`src/rtl/decoder_rx_framer.sv`:
```
// Serial receive framer: start bit, 7 data bits LSB-first, optional even parity, stop bit.
// Completed words are offered on a valid/ready interface that feeds the decoder io_in bus.
module decoder_rx_framer #(
    parameter int CLKS_PER_BIT = 16,
    parameter int PARITY_EN    = 1
) (
    input  logic       wb_clk_i,
    input  logic       wb_rst_i,
    input  logic       rx_i,
    output logic [6:0] word_o,
    output logic       valid_o,
    input  logic       ready_i,
    output logic       busy_o,
    output logic       parity_err_o,
    output logic       frame_err_o,
    output logic       overrun_o
);

    localparam int CW = $clog2(CLKS_PER_BIT);
    localparam logic [CW-1:0] HALF_LAST = CW'(CLKS_PER_BIT / 2 - 1);
    localparam logic [CW-1:0] BIT_LAST  = CW'(CLKS_PER_BIT - 1);

    typedef enum logic [2:0] {
        S_IDLE,
        S_START,
        S_DATA,
        S_PARITY,
        S_STOP,
        S_BREAK
    } state_t;

    state_t        state_q, state_d;
    logic [1:0]    sync_q, sync_d;
    logic [CW-1:0] cnt_q, cnt_d;
    logic [2:0]    bit_q, bit_d;
    logic [6:0]    shift_q, shift_d;
    logic          par_q, par_d;
    logic [6:0]    word_q, word_d;
    logic          valid_q, valid_d;
    logic          perr_q, perr_d;
    logic          ferr_q, ferr_d;
    logic          ovr_q, ovr_d;
    logic          deliver;
    logic          rxs;

    assign rxs = sync_q[1];

    always_ff @(posedge wb_clk_i) begin
        if (wb_rst_i) begin
            state_q <= S_IDLE;
            sync_q  <= 2'b11;
            cnt_q   <= '0;
            bit_q   <= '0;
            shift_q <= '0;
            par_q   <= 1'b0;
            word_q  <= '0;
            valid_q <= 1'b0;
            perr_q  <= 1'b0;
            ferr_q  <= 1'b0;
            ovr_q   <= 1'b0;
        end else begin
            state_q <= state_d;
            sync_q  <= sync_d;
            cnt_q   <= cnt_d;
            bit_q   <= bit_d;
            shift_q <= shift_d;
            par_q   <= par_d;
            word_q  <= word_d;
            valid_q <= valid_d;
            perr_q  <= perr_d;
            ferr_q  <= ferr_d;
            ovr_q   <= ovr_d;
        end
    end

    always_comb begin
        state_d = state_q;
        sync_d  = {sync_q[0], rx_i};
        cnt_d   = cnt_q + 1'b1;
        bit_d   = bit_q;
        shift_d = shift_q;
        par_d   = par_q;
        word_d  = word_q;
        valid_d = valid_q;
        perr_d  = 1'b0;
        ferr_d  = 1'b0;
        ovr_d   = 1'b0;
        deliver = 1'b0;

        case (state_q)
            S_IDLE: begin
                if (!rxs) begin
                    state_d = S_START;
                    cnt_d   = '0;
                end
            end
            S_START: begin
                // Mid-point of the start bit: a high line here was only a glitch.
                if (cnt_q == HALF_LAST) begin
                    cnt_d = '0;
                    if (rxs) begin
                        state_d = S_IDLE;
                    end else begin
                        state_d = S_DATA;
                        bit_d   = '0;
                        par_d   = 1'b0;
                    end
                end
            end
            S_DATA: begin
                if (cnt_q == BIT_LAST) begin
                    cnt_d   = '0;
                    shift_d = {rxs, shift_q[6:1]};
                    par_d   = par_q ^ rxs;
                    bit_d   = bit_q + 3'd1;
                    if (bit_q == 3'd6) begin
                        state_d = (PARITY_EN != 0) ? S_PARITY : S_STOP;
                    end
                end
            end
            S_PARITY: begin
                if (cnt_q == BIT_LAST) begin
                    cnt_d   = '0;
                    par_d   = par_q ^ rxs;
                    state_d = S_STOP;
                end
            end
            S_STOP: begin
                if (cnt_q == BIT_LAST) begin
                    cnt_d = '0;
                    if (!rxs) begin
                        ferr_d  = 1'b1;
                        state_d = S_BREAK;
                    end else begin
                        state_d = S_IDLE;
                        if ((PARITY_EN != 0) && par_q) begin
                            perr_d = 1'b1;
                        end else begin
                            deliver = 1'b1;
                        end
                    end
                end
            end
            S_BREAK: begin
                if (rxs) begin
                    state_d = S_IDLE;
                end
            end
            default: state_d = S_IDLE;
        endcase

        if (valid_q && ready_i) begin
            valid_d = 1'b0;
        end
        // A word completing while the previous one is still held (and not being taken) is dropped.
        if (deliver) begin
            if (!valid_q || ready_i) begin
                word_d  = shift_q;
                valid_d = 1'b1;
            end else begin
                ovr_d = 1'b1;
            end
        end
    end

    assign word_o       = word_q;
    assign valid_o      = valid_q;
    assign busy_o       = (state_q != S_IDLE);
    assign parity_err_o = perr_q;
    assign frame_err_o  = ferr_q;
    assign overrun_o    = ovr_q;

endmodule

```
`config.mk`:
```
export PLATFORM = sky130hd
export DESIGN_NAME = decoder_rx_framer
export DESIGN_NICKNAME = d
export VERILOG_FILES = /design/src/rtl/decoder_rx_framer.sv
export SDC_FILE = /design/constraint.sdc
export NUM_CORES = 1
export LEC_CHECK = 0
export CAP_MARGIN = 20
export CORE_MARGIN = 3
export CORE_UTILIZATION = 58
export CTS_CLUSTER_SIZE = 12
export DETAILED_ROUTE_END_ITERATION = 8
export GPL_TIMING_DRIVEN = 0
export PLACE_DENSITY = 0.91
export SLEW_MARGIN = 20
export SYNTH_ARGS = -nofsm -noshare
export SYNTH_HDL_FRONTEND = slang
export SYNTH_SLANG_ARGS = --single-unit
```
`constraint.sdc`:
```
create_clock -name wb_clk_i -period 5.5 [get_ports wb_clk_i]
set_clock_uncertainty 0.15 [all_clocks]
set_input_delay 1.375 -clock wb_clk_i [delete_from_list [all_inputs] [get_ports wb_clk_i]]
set_output_delay 1.375 -clock wb_clk_i [all_outputs]
set_load 0.01 [all_outputs]
```
# Yosys cells after proc, flatten, opt, wreduce, memory -nomap -nowiden
# Cells that the tools add are included.
classes:
  n_addsub: 2
  n_eq_ne: 17
  n_mux: 32
  bitwise: 5
  n_reduce_logical: 17
op_table:
  columns: ["cell", "count"]
  rows:
  - ["$mux 3", 11]
  - ["$pmux 3 s6", 1]
  - ["$ne 2x2->1 const B", 8]
  - ["$mux 1", 13]
  - ["$mux 4", 3]
  - ["$pmux 4 s3", 1]
  - ["$eq 3x3->1 const B", 3]
  - ["$reduce_and 4->1", 2]
  - ["$reduce_and 7->1", 1]
  - ["$eq 3x2->1 const B", 2]
  - ["$pmux 3 s2", 1]
  - ["$reduce_or 3->1", 2]
  - ["$add 4x1->4 const B", 1]
  - ["$eq 4x3->1 const B", 1]
  - ["$eq 4x4->1 const B", 1]
  - ["$not 1->1", 4]
  - ["$reduce_and 2->1", 2]
  - ["$reduce_bool 2->1", 2]
  - ["$reduce_or 2->1", 2]
  - ["$reduce_or 4->1", 1]
  - ["$add 3x1->3 const B", 1]
  - ["$eq 3x1->1 const B", 1]
  - ["$logic_not 3->1", 1]
  - ["$reduce_bool 3->1", 1]
  - ["7 further kinds", 7]
word_totals:
  ff_bits: 31
  input_bits: 4
  out_inout_bits: 12
  word_cells: 84

# Longest topological paths before layout
# Gate-level depths: netlist of run 1.
logic_depth:
  depth_word: 6
  ltp_mapped: 6
  depth_no_buf: 6

# Worst setup path before layout of run 1
# Ideal clock, no wire load.
synth_timing:
  path_type: "register -> output"
  start: "register state_q[1]"
  end: "output busy_o"
  arrival_time_ns: 0.930
  required_time_ns: 3.975
  path_slack_ns: 3.045
  path_stages_with_launch: 3
  path_buffers: 1
  path_cell_list: "dfxtp_1 > clkbuf_1 > or3_1"
synth_via:
  elab_chain_len: 1
synth_rtl:
  columns: ["element", "line_no", "rtl"]
  rows:
  - ["from (decl)", "32", "state_t state_q, state_d;"]
  - ["from (signal assigned)", "62", "state_q <= state_d;"]
  - ["$reduce_bool 3->1", "168", "assign busy_o = (state_q != S_IDLE);"]
  - ["to (decl)", "13", "output logic busy_o,"]
# Every way passes these cells.

# Final worst setup path of run 1
layout_timing:
  start: "register state_q[2]"
  end: "output busy_o"
# The elaborated chain is that of the path after synthesis.

==> impl_results.md, run 1 <==
* Worst setup margin at 2.11 ns
* Clock sinks at 31
* CTS Buf Count at 5
* Global-route usage over all layers at 0.244
* CP delay by family, top: buffers and inverters
* Endpoints failing hold at 0
* Ports at 16
* Gate power share at 0.146
* Slowest stage cell, crit path: clkdlybuf4s50_1
* Cells after synthesis at roughly 150
* Final hold slack at 0.271 ns
* Upper clock frequency limit at approximately 0.30 GHz
* Fin. max-slew vios at 0
* Setup repair bufs after CTS at 0
* VDD IR max at 254 uV
* Clock Root Buffer: clkbuf_4
* Critical Path End Type: output port
* DR DRC count at 0
* Die Wd at 54.5 um
* Crit path launch type: register
* Final setup violation count at 0
* Maxcap violations at 0
* Leak at ~0.00063 uW
* Drt wl/cell at 14.6 um
* Die area at 0.00297 mm2
* Initial antenna violation count at 0
* Req. time, crit path at 3.97 ns
* Min Clock Period, post-route at 3.39 ns
* Status: finished clean
* Antenna diodes at 0
* Layout cell share with drive strength beyond 1 at 0.0904
* Largest net degree at the start of global routing at 11
* Seq/Total Area, Yosys at 0.455
* Rel. slew slack at 0.607
* Area after DPL at around 0.0015 mm2
* YS warnings at 0
* Vias in the first global route at around 1100
* Detailed Route Iter0 Violations at 26
* Sw Ratio at 0.252
* Post-Syn Area at 0.00136 mm2
* Final #Nets at 184
* First-pass GRT wire length at 4980 um
* Worst slew pin tran at 0.588 ns
* Via Count at roughly 1200
* Starting Density at 0.655
* GP Congestion at 0.875
* Min-delay worst type: register to register
* Final period util at 0.616
* RSZ-0062 raised after global routing: false
* Core area at about 0.0021 mm2
* Switching Power at 128 uW
* GRT Residual Overflow at 0
* Design area at 0.00163 mm2
* Worst-path clk slew at around 0.11 ns
* Flop pwr share at 0.479
* Antenna viol nets, final at 0
* Clock share of power at 0.375
* Mean number of vias per cell at 5.78
* First drt pass iteration count at 4
* WL final at 2980 um
* TNS Setup at 0 ns
* FP Rows at 16
* Seq cells post-synth at 31
* P&R area growth vs syn at 19.8%
* Worst path max stage delay at 0.53 ns
* H-tree depth at 2
* Critical path, cell by cell: clkbuf_1 -> or3_1 -> clkdlybuf4s50_1
* TritonCTS clock tree: done
* Post-synthesis cell type count at 33
* Max Buffers Root-to-Sink at 2
* Pwr/cell area at 310 mW/mm2
* DPL Wire Length at 2080 um
* Cts hold-fix bufs at 0
* CTS resizes at 0
* PortBufs at 15
* Worst-Skew Late Latency at 0.35 ns
* Crit Path Max Fanout at 10
* DP Worst Slack at 2.37 ns
* Critical path type: register to output port
* Worst path bufs/invs at 2
* Arrival @ worst endpoint at 1.86 ns
* Number of synthesized flops with an enable pin at 0
* Mean cell area of the mapped netlist at 8.86 um2
* Int Pwr at around 380 uW
* Die Ht at 54.5 um
* Syn nets at 162
* Post-synth ARST share at 0
* Post-synth top flop: dfxtp_1
power groups by stage:
stage | logic, uW | clock network, uW | registers, uW
floorplan | 54.2 | 0 | 245
global placement | 68.8 | 0 | 247
detailed placement | 73.8 | 0 | 248
CTS | 73.9 | 189 | 243
global route | 83.5 | 201 | 244
finish | 73.7 | 190 | 243
layout make-up:
class | instances | area (um2)
clock buffers | 6 | 51.3
repair buffers | 15 | 150
inverters | 4 | 15.0
flip-flops and latches | 31 | 621
well taps | 27 | 33.8
fillers | 140 | 448
plain buffers | 8 | 37.5
clock inverters | 2 | 35.0
multi-input cells | 111 | 691
final timing paths:
| kind | end | depth (start not counted) | slack [ns] | from |
|---|---|---|---|---|
| setup / recovery | busy_o | 3 | 2.11 | state_q[2] |
| hold / removal | sync_q[1] | 1 | 0.27 | sync_q[0] |
| setup reg to reg | word_o[3] | 6 | 3.34 | cnt_q[0] |
| hold reg to reg | sync_q[1] | 1 | 0.27 | sync_q[0] |
cell usage in the layout (no fill, tap or decap), types with 3 or more instances in the layout:
cell type / n
nor2b_1: 4
nand3_1: 5
nand3b_1: 5
clkdlybuf4s50_1: 15
a211oi_1: 3
nor2_1: 12
inv_1: 4
o21ai_0: 3
ha_1: 4
clkbuf_4: 5
dfxtp_1: 31
nand2_1: 24
nor3b_1: 4
mux2i_1: 10
clkbuf_1: 7
a21oi_1: 11
logic make-up (layout without fill, tap and decap cells):
logic type,count (synthesis),count (layout),share of synthesized area
compound gates,24,24,0.109
xor+xnor,2,2,0.0128
fa+ha+maj,4,4,0.0367
buf+inv,12,35,0.0385
flops,31,31,0.455
mux,10,10,0.0734
simple gates,71,71,0.274
worst reg2reg max path, stage by stage (launching register included):
cell and delay [ns]:
dfxtp_1 0.37, ha_1 0.27, and3_1 0.18, clkbuf_1 0.23
nand4_1 0.46, mux2i_1 0.33, nor2_1 0.06
synth_stat cells (2+ instances only):
master,instances,share of area
nor4b_1,2,0.013
a211oi_1,3,0.017
clkbuf_1,7,0.019
and2_1,2,0.0092
nand3b_1,5,0.028
or2_2,2,0.0092
nor3_1,2,0.0073
nor2b_1,4,0.018
or3b_2,2,0.013
ha_1,4,0.037
inv_1,4,0.011
dfxtp_1,31,0.46
nor3b_1,4,0.022
nand2_1,24,0.066
nand4_1,2,0.0092
mux2i_1,10,0.073
xnor2_1,2,0.013
a21oi_1,11,0.040
nand3_1,5,0.018
o21ai_0,3,0.011
nor2_1,12,0.033
or3_1,2,0.0092
state kept, by name (all words and copies together), names as in the netlist:
signal	flops
parity_err_o	1
overrun_o	1
sync_q	2
state_q	3
shift_q	7
valid_o	1
frame_err_o	1
bit_q	3
word_o	7
cnt_q	4
par_q	1
metrics by stage:
| step | power [uW] | utilization | std cells |
|---|---|---|---|
| final | 506 | 0.785 | 204 |
| after global routing | 529 | 0.785 | 204 |
| after CTS | 506 | 0.785 | 204 |
| after detailed placement | 322 | 0.743 | 196 |
| after global placement | 316 | 0.743 | 196 |
| after floorplan | 300 | - | 154 |
metal layers:
layer,vias up,routed length (um),GRT usage
li1,577,-,-
met1,558,1240,0.283
met2,40,1520,0.398
met3,4,185,0.0817
met4,0,35,0.124
met5,-,0,0
Note: power is estimated with default switching activity, not from simulation.
==> run 2, diff against run 1 <==
CORE_UTILIZATION = 48   (was 58)
PLACE_DENSITY = 0.82   (was 0.91)
clock period = 3.1 ns   (was 5.5 ns; I/O delays follow)
==> impl_results.md, run 2 (synthesis results as in run 1) <==
* Arrival @ worst endpoint at 1.83 ns (-0.03 ns)
* RSZ-0062 raised after global routing: false
* Worst slew pin tran at 0.552 ns (-0.0353 ns)
* Antenna viol nets, final at 0 (unchanged)
* Crit Path Max Fanout at 10 (unchanged)
* Grt peak-use layer: met2
* Drt wl/cell at 12.9 um (-11%)
* DR DRC count at 0 (unchanged)
* Critical Path End Type: output port
* Rel. slew slack at 0.631 (+0.0239)
* Mean number of vias per cell at 5.54 (-4.2%)
* Global-route usage over all layers at 0.170 (-0.0747)
* Met3 Track Usage GR at 0.0545 (-0.0273)
* Max Buffers Root-to-Sink at 2 (unchanged)
* Vias in the first global route at 1102 (+0.36%)
* DPL Wire Length at 1950 um (-6.1%)
* Fin. max-slew vios at 0 (unchanged)
* Met1 usage at 0.194 (-0.0895)
* Pwr/cell area at 533 mW/mm2 (+72%)
* Ports at 16 (unchanged)
* Clock Root Buffer: clkbuf_4
* GP Congestion at 0.820 (-6.3%)
* Die area at 0.00352 mm2 (+18%)
* Clock sinks at 31 (unchanged)
* Upper clock frequency limit at 0.364 GHz
* Worst-path clk slew at 0.10 ns (about the same)
* Setup repair bufs after CTS at 0 (unchanged)
* FF-to-FF setup slack at 0.95 ns (-2.39 ns)
* Status: finished clean
* Worst R2R Path Depth at 6 (unchanged)
* Design area at 0.00163 mm2 (about the same)
* Commonest non-fill, non-tap cell in the layout: dfxtp_1
* Starting Density at 0.527 (-0.128)
* Leak at 0.000622 uW (-0.49%)
* Most frequent cells in the layout: dfxtp_1 (31), nand2_1 (24), clkdlybuf4s50_1 (15)
* Core area at 0.00259 mm2 (+24%)
* M2 GR Usage at 0.285 (-0.113)
* Cts hold-fix bufs at 0 (unchanged)
* Min-delay worst type: register to register
* Final period util at 0.887
* Antenna diodes at 0 (unchanged)
* TritonCTS clock tree: done
* P&R area growth vs syn at 19.7% (about the same)
* FP Rows at 18 (+2)
* Largest net degree at the start of global routing at 12 (+1)
* Final #Nets at 184 (unchanged)
* Layout cell share with drive strength beyond 1 at 0.0904 (unchanged)
* Crit path launch type: register
* PortBufs at 15 (unchanged)
* Die Wd at 59.3 um (+8.8%)
* Detailed Route Iter0 Violations at 47 (+81%)
* Endpoints failing hold at 0 (unchanged)
* Die Ht at 59.3 um (+8.8%)
* TNS Setup at 0 ns (unchanged)
* Worst-Skew Late Latency at 0.34 ns (about the same)
* Initial antenna violation count at 0 (unchanged)
* Critical path type: register to output port
* Hold Path Stages at 1 (unchanged)
* Maxcap violations at 0 (unchanged)
* Via Count at 1146 (-2.8%)
* H-tree depth at 2 (unchanged)
* WL final at 2680 um (-10%)
* CTS Buf Count at 5 (unchanged)
* Req. time, crit path at 2.17 ns (-1.80 ns)
* First drt pass iteration count at 4 (unchanged)
* Final setup violation count at 0 (unchanged)
* GRT Residual Overflow at 0 (unchanged)
* Area after DPL at 0.00155 mm2 (+0.24%)
* CTS resizes at 0 (unchanged)
* Min Clock Period, post-route at 2.75 ns
* VDD IR max at 696 uV (+170%)
* First-pass GRT wire length at 4440 um (-11%)
==> run 2: cell count changes in the layout (fill, tap and decap cells not counted), sizes merged <==
cell / before / now
clkinv: 1 / 2
clkbuf: 13 / 12
==> run 2: metal layers <==
layer	wire length (um)	vias to the layer above
li1	-	576
met1	1170	543
met2	1330	24
met3	145	3
met4	30	0
met5	0	-
==> run 2: worst paths after layout <==
check | start | to
max | state_q[1] | busy_o
min | sync_q[0] | sync_q[1]
max reg2reg | cnt_q[0] | word_o[6]
min reg2reg | sync_q[0] | sync_q[1]
==> run 2: layout make-up <==
type                       instances  area (um2)
multi-input combinational        111         691
inverter                           4        15.0
tap                               30        37.5
buffer                             8        37.5
clock buffer                       5        37.5
fill                             212         957
clock inverter                     3        43.8
sequential                        31         621
timing repair buffer              15         150
==> run 2: power by group <==
group	leakage (uW)	total [uW]	internal (uW)	switching, uW
Combinational	0.000326	127	64.7	62.0
Sequential	0.000251	431	415	15.6
Clock	0.0000452	313	170	143
==> run 2: per-stage QoR <==
stage / hold slack [ns] / instances / power, uW / util / worst slack, ns
4_1_cts: 0.286 / 207 / 879 / 0.630 / 0.355
3_5_place_dp: 0.261 / 199 / 568 / 0.599 / 0.595
2_1_floorplan: 0.239 / 154 / 532 / - / 1.22
6_report: 0.282 / 207 / 870 / 0.630 / 0.350
3_3_place_gp: 0.251 / 199 / 561 / 0.599 / 0.655
5_1_grt: 0.291 / 207 / 910 / 0.630 / 0.257
==> run 2: critical path: stages, from the launching register on <==
cell and delay (ns):
dfxtp_1 0.38, clkbuf_1 0.23, or3_1 0.40, clkdlybuf4s50_1 0.48
